## src/rtl/key_mode_conditioner_pkg.sv

```systemverilog
// Shared mode encodings for the KEY front-end and the LED pattern stage.
// Also holds the press-to-mode priority resolver.
package key_mode_conditioner_pkg;

    localparam logic [2:0] MODE_HOLD    = 3'd0;
    localparam logic [2:0] MODE_FWD     = 3'd1;
    localparam logic [2:0] MODE_REV     = 3'd2;
    localparam logic [2:0] MODE_ALL_ON  = 3'd3;
    localparam logic [2:0] MODE_ALL_OFF = 3'd4;

    // Highest-numbered key wins when several presses land in the same cycle
    function automatic logic [2:0] resolve_mode(input logic [3:0] press,
                                                input logic [2:0] cur);
        logic [2:0] m;
        m = cur;
        if (press[3])      m = MODE_FWD;
        else if (press[2]) m = MODE_ALL_ON;
        else if (press[1]) m = MODE_ALL_OFF;
        else if (press[0]) m = MODE_REV;
        return m;
    endfunction

endpackage

```

## src/rtl/key_mode_conditioner_debounce.sv

```systemverilog
// One pushbutton: two-flop synchroniser, debounce counter and press-edge pulse.
// A key held through reset must be seen released before it can produce a press.
module key_debounce #(
    parameter int DB_CYCLES = 4
) (
    input  logic clk,
    input  logic rst_n,
    input  logic key_n,
    output logic level,
    output logic press
);

    localparam int CW = (DB_CYCLES > 1) ? $clog2(DB_CYCLES) : 1;
    localparam logic [CW-1:0] CNT_MAX = CW'(DB_CYCLES - 1);

    logic          key_p0;
    logic          key_p1;
    logic          sync;
    logic [1:0]    fill;
    logic          armed;
    logic          level_d;
    logic [CW-1:0] cnt;

    assign sync = ~key_p1;

    always_ff @(posedge clk or negedge rst_n) begin
        if (!rst_n) begin
            key_p0  <= 1'b1;
            key_p1  <= 1'b1;
            fill    <= '0;
            armed   <= 1'b0;
            cnt     <= '0;
            level   <= 1'b0;
            level_d <= 1'b0;
            press   <= 1'b0;
        end else begin
            key_p0 <= key_n;
            key_p1 <= key_p0;
            // fill[1] marks that the synchroniser now carries real samples, not reset values
            fill   <= {fill[0], 1'b1};
            if (fill[1] && !sync)
                armed <= 1'b1;

            if (sync == level) begin
                cnt <= '0;
            end else if (cnt == CNT_MAX) begin
                level <= sync;
                cnt   <= '0;
            end else begin
                cnt <= cnt + 1'b1;
            end

            level_d <= level;
            press   <= level & ~level_d & armed;
        end
    end

endmodule

```

## src/rtl/key_mode_conditioner.sv

```systemverilog
// KEY[3:0] front-end: debounced levels, press pulses, registered display mode
// and a step-rate tick that restarts on every mode change.
module key_mode_conditioner
    import key_mode_conditioner_pkg::*;
#(
    parameter int CLK_HZ      = 50000000,
    parameter int DEBOUNCE_MS = 20,
    parameter int TICK_HZ     = 1
) (
    input  logic       clk,
    input  logic       rst_n,
    input  logic [3:0] key_n,
    output logic [3:0] key_level,
    output logic [3:0] key_press,
    output logic [2:0] mode,
    output logic       mode_change,
    output logic       tick
);

    localparam int DB_CYCLES   = CLK_HZ / 1000 * DEBOUNCE_MS;
    localparam int TICK_CYCLES = CLK_HZ / TICK_HZ;
    localparam int TW          = (TICK_CYCLES > 1) ? $clog2(TICK_CYCLES) : 1;
    localparam logic [TW-1:0] TICK_MAX = TW'(TICK_CYCLES - 1);

    logic          press_any;
    logic [TW-1:0] tick_cnt;

    for (genvar i = 0; i < 4; i++) begin : g_key
        key_debounce #(
            .DB_CYCLES (DB_CYCLES)
        ) u_key (
            .clk   (clk),
            .rst_n (rst_n),
            .key_n (key_n[i]),
            .level (key_level[i]),
            .press (key_press[i])
        );
    end

    assign press_any = |key_press;

    // Re-pressing the current mode's key still pulses mode_change to restart the pattern
    always_ff @(posedge clk or negedge rst_n) begin
        if (!rst_n) begin
            mode        <= MODE_HOLD;
            mode_change <= 1'b0;
        end else begin
            mode_change <= press_any;
            if (press_any)
                mode <= resolve_mode(key_press, mode);
        end
    end

    // Cleared in the same edge that raises mode_change, so the next tick is TICK_CYCLES later
    always_ff @(posedge clk or negedge rst_n) begin
        if (!rst_n) begin
            tick_cnt <= '0;
            tick     <= 1'b0;
        end else if (press_any) begin
            tick_cnt <= '0;
            tick     <= 1'b0;
        end else if (tick_cnt == TICK_MAX) begin
            tick_cnt <= '0;
            tick     <= 1'b1;
        end else begin
            tick_cnt <= tick_cnt + 1'b1;
            tick     <= 1'b0;
        end
    end

endmodule
```

## config.mk

```make
export PLATFORM = sky130hd
export DESIGN_NAME = key_mode_conditioner
export DESIGN_NICKNAME = d
export VERILOG_FILES = /design/src/rtl/key_mode_conditioner_pkg.sv /design/src/rtl/key_mode_conditioner_debounce.sv /design/src/rtl/key_mode_conditioner.sv
export SDC_FILE = /design/constraint.sdc
export NUM_CORES = 1
export LEC_CHECK = 0
export CORE_MARGIN = 2
export CORE_UTILIZATION = 59
export CTS_CLUSTER_DIAMETER = 60
export CTS_CLUSTER_SIZE = 40
export DETAILED_ROUTE_END_ITERATION = 10
export PLACE_DENSITY = 0.86
export SLEW_MARGIN = 20
export SYNTH_ARGS = -nofsm -noshare
export SYNTH_HDL_FRONTEND = slang
export SYNTH_SLANG_ARGS = --single-unit
```

## constraint.sdc

```tcl
create_clock -name clk -period 2.2 [get_ports clk]
set_input_delay 0.22 -clock clk [delete_from_list [all_inputs] [get_ports clk]]
set_output_delay 0.22 -clock clk [all_outputs]
set_load 0.01 [all_outputs]
```

After elaboration in Yosys (flattened, before gate mapping)
Index checks and enable logic that the tools add are counted.
- $add $sub $neg: 5
- multipliers: 0
- divide/modulo/power cells: 0
- $lt $le $gt $ge: 0
- equal/unequal tests: 9
- shift operators: 0
- multiplexer cells: 16
- bitwise logic cells: 20
- reduce and logical (&&, ||, !) cells: 11
- operator list (operator ; number):
    $mux W20 ; 8
    $add A20 B1 Y20 const B ; 4
    $eq A20 B20 Y1 const B ; 4
    $mux W26 ; 2
    $add A26 B1 Y26 const B ; 1
    $eq A26 B26 Y1 const B ; 1
    $mux W3 ; 4
    $not A1 Y1 ; 12
    $reduce_and A2 Y1 ; 5
    $and A1 B1 Y1 ; 8
    $eq A1 B1 Y1 ; 4
    $logic_and A1 B1 Y1 ; 4
    $reduce_bool A4 Y1 ; 1
    $reduce_or A4 Y1 ; 1
    $mux W1 ; 2
- flip-flop bits (word level): 143
- latch bits: 0
- memory bits (writable): 0
- bits in read-only memories: 0
- output and inout bits: 13
- logic and storage cells: 97
- memories kept: 0

Logic depth before layout (Yosys ltp)
- word-level depth: 4
- depth in mapped cells: 6
- depth with buffers taken out: 5

Cells and area by module
Synthesis repeated with hierarchy kept, for this count alone.
- cell total of the unflattened synthesis: 635
- area total of the unflattened synthesis: 6536.3 sq um
- modules (own cells, without submodules) (module ; times used ; cells an instance ; area an instance (sq um)):
    key_debounce (g_key[1].u_key ...) ; 3 ; 117 ; 1248.7
    key_mode_conditioner ; 1 ; 159 ; 1502.7
    key_debounce (g_key[0].u_key) ; 1 ; 125 ; 1287.5

Least setup slack after synthesis
OpenSTA, ideal clock, no wires.
- path type: register -> register
- start: register g_key[1].u_key.cnt[0]
- end: register g_key[1].u_key.cnt[18]
- library setup time: 77 ps
- data arrival time: 1897 ps
- required time: 2123 ps
- setup slack: 225 ps
- cell stages (with the launch flop): 7
- period minus slack after synthesis: 1975 ps
- path through: dfrtp_1 ha_1 nand2_1 or4_1 buf_2 or4_1 a21oi_1
- word-level cells in the longest chain between the ends: 3
- RTL lines (item ; RTL line ; RTL):
    start: declaration ; key_mode_conditioner_debounce.sv:22 ; logic [CW-1:0] cnt;
    start signal: assignment ; key_mode_conditioner_debounce.sv:50 ; cnt <= cnt + 1'b1;
    $add A20 B1 Y20 / $eq A20 B20 Y1 (equally long branches) ; key_mode_conditioner_debounce.sv:50, key_mode_conditioner_debounce.sv:46 ;
    $mux W20 (*) ; key_mode_conditioner_debounce.sv:46 ; end else if (cnt == CNT_MAX) begin
    $mux W20 (*) ; key_mode_conditioner_debounce.sv:44 ; if (sync == level) begin
Mark *: on every way between the ends. The rest lies on a longest branch, timed or not.
A chain may end at the register's enable or synchronous reset.

Worst setup path after layout
- start: register g_key[1].u_key.cnt[7]
- end: register g_key[1].u_key.cnt[0]
- word-level cells in the longest chain between the ends: 3
- RTL lines (item ; RTL line):
    $eq A20 B20 Y1 ; key_mode_conditioner_debounce.sv:46
    $mux W20 ; key_mode_conditioner_debounce.sv:46
    $mux W20 ; key_mode_conditioner_debounce.sv:44
No other way between the ends.

==> impl_metrics.csv <==
group,metric,value,unit
synthesis,synth_area_leader_cell,"sky130_fd_sc_hd__dfrtp_1",
finish,diodes,0,
synthesis,postSynthNetCount,651,
drt,final_antenna_net_count,0,
synthesis,ys_async_sr_fraction,100,%
sta,timing_hold_violations_final,0,
pwr,worst_ir_drop_vdd,0.000627,V
sta,setup_violations,0,
global_routing,via_count_of_the_first_global_routing_pass,4962,
sta,rsz0062_at_grt,"false",
critical_path,critPathMaxFanout,11,
sta,total_count_of_max_transition_violations_in_the_final_report,0,
synthesis,synth-main-ff-cell,"sky130_fd_sc_hd__dfrtp_1",
synthesis,synth_enable_flop_cells,0,
clocking,h-tree-depth,4,
floorplan,die-area,0.0117,sq mm
floorplan,core_box_area,0.0104,sq mm
synthesis,post_synth_inst_count,640,
critical_path,critical_path.startpoint_type,"flip-flop",
min_path,hold_class,"in -> reg",
clocking,worst_skew_pair.late_latency,0.54,ns
placed_design,place_area,0.00674,sq mm
synthesis,synth_cell_type_count,46,
floorplan,die-width,108,um
outcome,status,"finished clean",
critical_path,criticalPathCategory,"reg -> reg",
finish,finalCoreUtilization,70.5,%
global_routing,grt.total_usage,25.3,%
floorplan,ios,19,
synthesis,area_fraction_of_the_dominant_cell_type_after_synthesis,50.6,%
global_routing,pin_count_of_the_biggest_net_entering_global_routing,49,
drt,avgViaCountPerCell,5.94,
sta,finalSetupTns,0,ns
clocking,numCtsBuffers,17,
floorplan,rows,37,
global_routing,grt_pass1_wl,23000,um
flow_run,cap_viol_max_count,0,
synthesis,syn-mean-instance-area,9.96,sq um
pwr,power_per_cell_area,757,mW/mm^2
clocking,clock_tree.buffer_depth,2,
synthesis,yosysWarningCount,0,
global_routing,grt.overflow.total,0,
floorplan,chipHeight,108,um
drt,routed_wirelength,12900,um
placed_design,place.detailed.hpwl,8540,um
placed_design,numPortBuffers,18,
pwr,static-leakage-power,2.96,nW
drt,routed-via-count,4855,
sta,fmax,465,MHz
finish,finalNetCount,679,
drt,routedWlPerCell,15.8,um
synthesis,post_synth_main_area_contributors,"sky130_fd_sc_hd__dfrtp_1 51%, sky130_fd_sc_hd__xnor2_1 5.5%, sky130_fd_sc_hd__nor2_1 4.9%",
placed_design,gp_routability_congestion,0.928,
critical_path,timing.critical_path.to_type,"flip-flop",
drt,drc,0,
clocking,clkSinkCount,137,
clocking,cts_tree,"done",
sta,final.min_clock_period,2.15,ns
clocking,cts_setup_buffers,0,
finish,final_design_area_no_fill,0.00734,sq mm
synthesis,syn-cell-area,0.00637,sq mm
finish,drive_above_1_share,10.4,%
placed_design,placement.setup.worst_slack,0.0689,ns
drt,detail_route.first_pass.iterations,5,
drt,first_iter_violations,231,
clocking,clock-root-buffer,"sky130_fd_sc_hd__clkbuf_8",
synthesis,ys_seq_area_share,53.9,%
critical_path,worst_ep_arrival_time,2.57,ns
global_routing,grt_antenna_before_repair,0,
floorplan,initial_core_util,61.2,%
sta,min_period_over_period,97.8,%
synthesis,synth_seq_cells,137,
critical_path,critical_path_data_required_time,2.61,ns
sta,finalWorstSetupSlack,0.0490,ns
sta,worst_clock_skew,0.00848,ns
clocking,worst_setup_hold_path_clk_slew,0.06,ns
finish,syn_to_final_growth,15.2,%
through the flow:
| step | instances | hold WS, ns | total power, mW |
|---|---|---|---|
| after detailed placement | 784 | 0.183 | 2.76 |
| after floorplan | 640 | -0.0756 | 2.67 |
| after CTS | 817 | 0.0659 | 5.60 |
| after global routing | 817 | 0.0629 | 5.75 |
| after global placement | 784 | 0.176 | 2.75 |
| final | 817 | 0.0885 | 5.56 |
cell type report:
cell class / count / area [sq um]
clock buffers: 18 / 418
clock inverters: 14 / 173
fillers: 740 / 3080
inverters: 19 / 71.3
multi-input cells: 457 / 2740
flip-flops and latches: 137 / 3440
well taps: 136 / 170
repair buffers: 36 / 332
registers in the layout (all words and copies together) (netlist names), 2 cells and up:
name / flops
g_key.u_key.fill: 2
g_key.u_key.key_p1: 4
g_key.u_key.press: 4
tick_cnt: 26
g_key.u_key.cnt: 80
g_key.u_key.level_d: 4
g_key.u_key.key_p0: 4
mode: 3
g_key.u_key.armed: 4
g_key.u_key.level: 4
power breakdown:
part	total (mW)	switching [mW]	internal, mW
combinational	0.138	0.0944	0.0440
sequential	2.58	0.0252	2.55
clock	2.84	1.11	1.73
final timing paths:
| check | from | to | slack, ns | cells past startpoint |
|---|---|---|---|---|
| setup / recovery | g_key[1].u_key.cnt[7]$_DFF_PN0_ | g_key[1].u_key.cnt[0]$_DFF_PN0_ | 0.05 | 5 |
| hold / removal | key_n[0] | g_key[0].u_key.key_p0$_DFF_PN1_ | 0.09 | 1 |
| setup reg to reg | g_key[1].u_key.cnt[7]$_DFF_PN0_ | g_key[1].u_key.cnt[0]$_DFF_PN0_ | 0.05 | 5 |
| hold reg to reg | g_key[3].u_key.fill[0]$_DFF_PN0_ | g_key[0].u_key.fill[1]$_DFF_PN0_ | 0.35 | 0 |
| max in group asynchronous | rst_n | g_key[2].u_key.key_p0$_DFF_PN1_ | 1.29 | 3 |
| min in group asynchronous | rst_n | g_key[3].u_key.cnt[16]$_DFF_PN0_ | 0.19 | 2 |
what timing repair did:
item / 4_1_cts / 5_1_grt
hold buffers: 1 / 0
endpoints found under the setup margin: 0 / 1
hold endpoints to repair: 45 / 0
gates resized for setup: 0 / 1
critical path: stages, from the launching register on:
cell and delay, ns:
sky130_fd_sc_hd__dfrtp_1 0.43, sky130_fd_sc_hd__or4b_2 0.66, sky130_fd_sc_hd__or4_1 0.46, sky130_fd_sc_hd__o21ai_1 0.20, sky130_fd_sc_hd__buf_4 0.21, sky130_fd_sc_hd__nor2_1 0.07
metal layers:
metal / part of all wire [%] / global-route usage (%)
met1: 43 / 32.3
met2: 51 / 42.4
met3: 3.9 / 6.63
met4: 1.3 / 8.42
met5: 0 / 0
placed cells by master (no fill, tap or decap), drive strengths merged, types with 2 or more instances in the layout:
cell / instances
nand4b: 4
and3: 13
xnor2: 40
nand4: 22
nor4: 13
a21oi: 38
xor2: 23
mux2i: 3
o31ai: 17
dfstp: 8
nand3: 37
and4: 6
or4b: 3
or4: 18
a21o: 4
clkinv: 6
clkinvlp: 2
or2: 4
o21ai: 25
nor3: 17
buf: 18
nor2: 84
dfrtp: 129
clkdlybuf4s50: 17
nand2: 40
bufinv: 3
or3: 23
clkbuf: 18
nor3b: 3
and2: 6
ha: 5
inv: 22
cell families (layout without fill, tap and decap cells):
group	Yosys count	count (layout)	share of synthesized area [%]
other	1	1	0.0588
buffers and inverters	46	87	3.38
and+or+nand+nor	300	300	24.9
DFF	137	137	53.9
xor gates and xnor gates	63	63	8.66
adders and majority gates	5	5	0.982
AOI/OAI and AO/OA	85	85	7.60
muxes	3	3	0.471
cells in the mapped netlist (2+ instances only):
cell,number
sky130_fd_sc_hd__dfrtp_1,129
sky130_fd_sc_hd__nand2_1,40
sky130_fd_sc_hd__mux2i_1,3
sky130_fd_sc_hd__or3_1,22
sky130_fd_sc_hd__xor2_1,23
sky130_fd_sc_hd__o31ai_1,17
sky130_fd_sc_hd__ha_1,5
sky130_fd_sc_hd__nand4_1,22
sky130_fd_sc_hd__nor2_1,84
sky130_fd_sc_hd__or4_1,17
sky130_fd_sc_hd__a21oi_1,37
sky130_fd_sc_hd__dfstp_2,8
sky130_fd_sc_hd__a21o_1,4
sky130_fd_sc_hd__nor3_1,17
sky130_fd_sc_hd__buf_4,10
sky130_fd_sc_hd__and3_1,12
sky130_fd_sc_hd__nand3_1,36
sky130_fd_sc_hd__o21ai_0,24
sky130_fd_sc_hd__xnor2_1,40
sky130_fd_sc_hd__clkbuf_1,13
sky130_fd_sc_hd__and2_1,6
sky130_fd_sc_hd__nor3b_1,3
sky130_fd_sc_hd__inv_1,19
sky130_fd_sc_hd__nand4b_1,4
sky130_fd_sc_hd__buf_2,4
sky130_fd_sc_hd__or2_2,3
sky130_fd_sc_hd__or4b_2,2
sky130_fd_sc_hd__nor4_1,13
sky130_fd_sc_hd__and4_1,6
Power figures use the tool's default switching activity.
